--- config.mk ---
export PLATFORM = sky130hd
export DESIGN_NAME = uart_rx
export DESIGN_NICKNAME = d
export VERILOG_FILES = /design/src/rtl/uart_rx.sv
export SDC_FILE = /design/constraint.sdc
export NUM_CORES = 1
export LEC_CHECK = 0
export CAP_MARGIN = 20
export CORE_ASPECT_RATIO = 1.2
export CORE_MARGIN = 2
export CORE_UTILIZATION = 40
export CTS_CLUSTER_DIAMETER = 60
export DETAILED_ROUTE_END_ITERATION = 10
export GPL_TIMING_DRIVEN = 0
export SYNTH_ARGS = -nofsm -noshare
export SYNTH_HDL_FRONTEND = slang
export SYNTH_SLANG_ARGS = --single-unit
--- constraint.sdc ---
create_clock -name clk -period 4.1 [get_ports clk]
set_input_delay 0.82 -clock clk [delete_from_list [all_inputs] [get_ports clk]]
set_output_delay 0.82 -clock clk [all_outputs]
set_load 0.005 [all_outputs]
--- src/rtl/uart_rx.sv ---
// 8N1-style UART receiver: two-flop synchroniser, half-bit start validation,
// mid-bit sampling, one-cycle data_valid / frame_err strobes.
module uart_rx #(
    parameter int CLK_PER_BIT = 1250,
    parameter int DATA_BITS   = 8
) (
    input  logic                 clk,
    input  logic                 rst,
    input  logic                 enable,
    input  logic                 rx,
    output logic [DATA_BITS-1:0] data_out,
    output logic                 data_valid,
    output logic                 frame_err,
    output logic                 busy
);

    localparam int HALF_BIT = CLK_PER_BIT / 2;
    localparam int CNT_W    = $clog2(CLK_PER_BIT);
    localparam int IDX_W    = $clog2(DATA_BITS);

    localparam logic [CNT_W-1:0] HALF_LAST = CNT_W'(HALF_BIT - 1);
    localparam logic [CNT_W-1:0] BIT_LAST  = CNT_W'(CLK_PER_BIT - 1);
    localparam logic [IDX_W-1:0] IDX_LAST  = IDX_W'(DATA_BITS - 1);

    localparam logic [2:0] S_IDLE      = 3'd0;
    localparam logic [2:0] S_START     = 3'd1;
    localparam logic [2:0] S_DATA      = 3'd2;
    localparam logic [2:0] S_STOP      = 3'd3;
    localparam logic [2:0] S_WAIT_HIGH = 3'd4;

    logic                 rx_meta;
    logic                 rx_s;
    logic [2:0]           state;
    logic [CNT_W-1:0]     cnt;
    logic [IDX_W-1:0]     bit_idx;
    logic [DATA_BITS-1:0] shreg;
    logic                 armed;

    // Synchroniser presets to the idle-line level so reset never fakes a start bit.
    always_ff @(posedge clk or posedge rst) begin
        if (rst) begin
            rx_meta <= 1'b1;
            rx_s    <= 1'b1;
        end else begin
            rx_meta <= rx;
            rx_s    <= rx_meta;
        end
    end

    always_ff @(posedge clk or posedge rst) begin
        if (rst) begin
            state      <= S_IDLE;
            cnt        <= '0;
            bit_idx    <= '0;
            shreg      <= '0;
            data_out   <= '0;
            data_valid <= 1'b0;
            frame_err  <= 1'b0;
            armed      <= 1'b1;
        end else begin
            data_valid <= 1'b0;
            frame_err  <= 1'b0;
            // A start is only accepted after the line has been seen high while
            // enabled, so re-enabling mid-frame cannot lock onto a data bit.
            armed      <= enable & (armed | rx_s);

            if (!enable) begin
                state   <= S_IDLE;
                cnt     <= '0;
                bit_idx <= '0;
            end else begin
                case (state)
                    S_IDLE: begin
                        if (armed && !rx_s) begin
                            state <= S_START;
                            cnt   <= '0;
                        end
                    end

                    S_START: begin
                        if (cnt == HALF_LAST) begin
                            cnt <= '0;
                            if (!rx_s) begin
                                state   <= S_DATA;
                                bit_idx <= '0;
                            end else begin
                                state <= S_IDLE;
                            end
                        end else begin
                            cnt <= cnt + 1'b1;
                        end
                    end

                    S_DATA: begin
                        if (cnt == BIT_LAST) begin
                            cnt   <= '0;
                            shreg <= {rx_s, shreg[DATA_BITS-1:1]};
                            if (bit_idx == IDX_LAST) begin
                                state   <= S_STOP;
                                bit_idx <= '0;
                            end else begin
                                bit_idx <= bit_idx + 1'b1;
                            end
                        end else begin
                            cnt <= cnt + 1'b1;
                        end
                    end

                    S_STOP: begin
                        if (cnt == BIT_LAST) begin
                            cnt <= '0;
                            if (rx_s) begin
                                state      <= S_IDLE;
                                data_out   <= shreg;
                                data_valid <= 1'b1;
                            end else begin
                                state     <= S_WAIT_HIGH;
                                frame_err <= 1'b1;
                            end
                        end else begin
                            cnt <= cnt + 1'b1;
                        end
                    end

                    // A held-low line (break) must rise before another frame is considered.
                    S_WAIT_HIGH: begin
                        if (rx_s) begin
                            state <= S_IDLE;
                            cnt   <= '0;
                        end
                    end

                    default: begin
                        state   <= S_IDLE;
                        cnt     <= '0;
                        bit_idx <= '0;
                    end
                endcase
            end
        end
    end

    assign busy = (state != S_IDLE);

endmodule

==> impl_metrics.tcl <==
set metrics [dict create \
    drt_iter0_drc 85 \
    ctsResizeCount 0 \
    syn_inst 181 \
    worstPathMaxFanout 10 \
    worst_setup_path_start_kind "flip-flop" \
    cts_htree_levels 2 \
    holdBufCountCts 0 \
    cp-end-kind "primary output" \
    cts_root_buf "clkbuf_8" \
    min_period_over_period_pct 61.10 \
    cts-buffers-inserted 5 \
    dp.final_hpwl_um 2653 \
    finalSetupViolations 0 \
    die_width_um 67.73 \
    regToRegStartpoint "cnt[1]" \
    clk_transition_reported_paths_ns 0.07 \
    maxSlewHeadroom_pct 49.00 \
    number_of_antenna_repair_diodes 0 \
    io_buffers 14 \
    io_pins 15 \
    die-area_um2 5450 \
    fillerInstances 414 \
    run_status "completed" \
    drtPass1Iterations 4 \
    worst_skew_late_latency_ns 0.28 \
    netlist-cell-type-count 46 \
    leakage_uw 0.0009976 \
    grt_antenna_before_repair 0 \
    combinationalPowerShare_pct 22.9 \
    cp_data_required_time_ns 3.28 \
    ys_seq_elements 38 \
    busiest_layer "met2" \
    globalRouteMet1Util_pct 19.41 \
    maximum_number_of_pins_on_one_net_before_global_route_repair 39 \
    syn_area_per_cell_um2 10.77 \
    cts_sinks 38 \
    r2r_end "data_out[3]" \
    slew_violations 0 \
    global_route.overflow_total 0 \
    power.share.switching_pct 30.55 \
    finalSetupTns_ns 0 \
    drive_above_1_share_pct 18.23 \
    placed_cell_area_um2 2162 \
    number_of_global_route_vias_before_repair 1422 \
    syn-cell-area_um2 1949 \
    synth.yosys.warnings 0 \
    synth-edff-count 0 \
    final_net_count 211 \
    worst_ep_arrival_time_ns 1.69 \
    clock_power_share_pct 29.9 \
    p_per_area_nw_per_um2 386.8 \
    power.ir.vdd_worst_v 0.0001957 \
    switchingPower_uw 266.3 \
    period_minus_slack_ns 2.505 \
    finalWirelength_um 3645 \
    grtUsageTotal_pct 15.60 \
    routed_vias 1420 \
    crit_path_start "state[0]" \
    dominantRegCellSynth "dfrtp_1" \
    grt_first_pass_wirelength_um 6430 \
    use_met3_pct 4.622 \
    remaining_drc_errors 0 \
    final-seq-area_um2 954.7 \
    worst-r2r-cell-count 7 \
    ant_nets 0 \
    coreArea_um2 4628 \
    final_area_um2 2253 \
    power.internal_uw 605.3 \
    timing.critical_path.to "busy" \
    r2r_slack_ns 1.89 \
    placement_rows 27 \
    seqPwrFrac_pct 47.3 \
    transition_time_at_the_pin_with_the_least_slew_margin_ns 0.7639 \
    grtUsageMet2_pct 25.39 \
    clock.fmax_mhz 399.2 \
    hold_class "reg -> reg" \
    synth-async-reset-ratio_pct 100.0 \
    cts.repair_timing.setup_buffer_count 0 \
    floorplan.initialDensity_pct 42.12 \
    design_power_total_uw 871.6 \
    maxCapViolations 0 \
    seq_area_frac_synth_pct 48.97 \
    syn2layout_area_growth_pct 15.60 \
    place.gp.congestion 0.8364 \
    cts_tree "built" \
    rsz0062_at_grt "false" \
    final.setup_skew_ns 0.002796 \
    timing_hold_violations_final 0 \
    die_h_um 80.47 \
    post_syn_nets 190 \
    vias_per_cell 5.441 \
    avgRoutedWirePerCell_um 13.97 \
    multi_input_area_um2 904.6 \
    hold_slack_ns 0.3572 \
    critical_path_class "reg -> out" \
    cts-root-to-sink-buffers 2 \
]
[layer usage]
metal / up-vias / routed length, µm / share of wire (%)
li1: 698 / - / -
met1: 695 / 1659 / 46
met2: 22 / 1800 / 49
met3: 5 / 136 / 3.7
met4: 0 / 49 / 1.3
met5: - / 0 / 0
[kinds of logic after synthesis]
family	Yosys count	synth area share [%]
AO/OA/AOI/OAI	37	12.84
XOR/XNOR	1	0.4494
adder cells (fa/ha/maj)	5	3.209
buffers and inverters	19	4.621
flip-flops	38	48.97
multiplexers	15	10.21
AND/OR/NAND/NOR	66	19.71
[Yosys cell counts (all sizes together), types with 2 or more instances]
cell	n	area share [%]
dfstp	3	4.0
inv	8	1.5
nor2	9	1.7
a311o	2	1.0
nand3	7	2.1
nor3	3	1.3
ha	5	3.2
nor2b	4	1.3
a31oi	2	0.64
nor4	4	1.3
or3	3	0.96
buf	4	1.7
and4	3	1.3
o211ai	7	2.7
or4	2	0.96
mux2	15	10
o21ai	12	3.1
clkbuf	7	1.4
a21oi	3	0.77
o221ai	2	0.90
or2	2	0.64
a22o	3	1.3
o21bai	2	0.77
nand2	19	3.7
dfrtp	35	45
[worst min-delay path by stage]
stage | from | end | slack (ns) | depth (start not counted)
finish | rx_meta | rx_s | 0.36 | 0
global placement | rx_meta | rx_s | 0.35 | 0
CTS | rx_meta | rx_s | 0.36 | 0
floorplan | rx_meta | rx_s | 0.35 | 0
global route | rx_meta | rx_s | 0.36 | 0
detailed placement | rx_meta | rx_s | 0.35 | 0
[cell usage in the layout (no fill, tap or decap), types with 3 or more instances in the layout]
cell type        count
or3_1                3
nand3_1              6
mux2_2               7
nor2_1               9
a21oi_1              3
nand2_1             19
a22o_1               3
dfrtp_1             35
mux2_4               8
o211ai_1             7
clkbuf_8             6
clkbuf_1             7
nor4_1               4
ha_1                 5
and4_1               3
nor2b_1              4
clkdlybuf4s50_1     14
o21ai_0             12
inv_1                7
dfstp_2              3
[power by group through the flow]
stage                     logic [µW]  registers (µW)  clock network [µW]
after floorplan                  140             416                   0
after detailed placement         200             419                   0
after global routing             225             416                 291
after global placement           194             418                   0
after CTS                        201             412                 269
final                            199             412                 260
[flip-flops by register name, summed over array words and instances, names as in the netlist]
name and flops:
bit_idx 3, rx_s 1, state 3, armed 1, data_valid 1, cnt 11, frame_err 1, data_out 8
rx_meta 1, shreg 8
[critical path, stage by stage, from the launching register on]
cell	delay [ns]
dfrtp_1	0.36
clkbuf_1	0.20
or3_1	0.40
clkdlybuf4s50_1	0.44
[cell type report]
cell class	instances	area share, %
sequential	38	42.37
multi-input combinational	124	40.14
timing repair buffer	14	6.219
tap	58	3.220
inverter	8	1.333
buffer	11	2.665
clock inverter	1	0.2221
clock buffer	7	3.831
[per-stage QoR]
step / instances / worst slack, ns / utilization [%]
after floorplan: 181 / 2.093 / -
after global placement: 253 / 1.324 / 46.72
after detailed placement: 253 / 1.313 / 46.72
after CTS: 261 / 1.579 / 48.69
after global routing: 261 / 1.496 / 48.69
final: 261 / 1.595 / 48.69
Power figures use the tool's default switching activity.
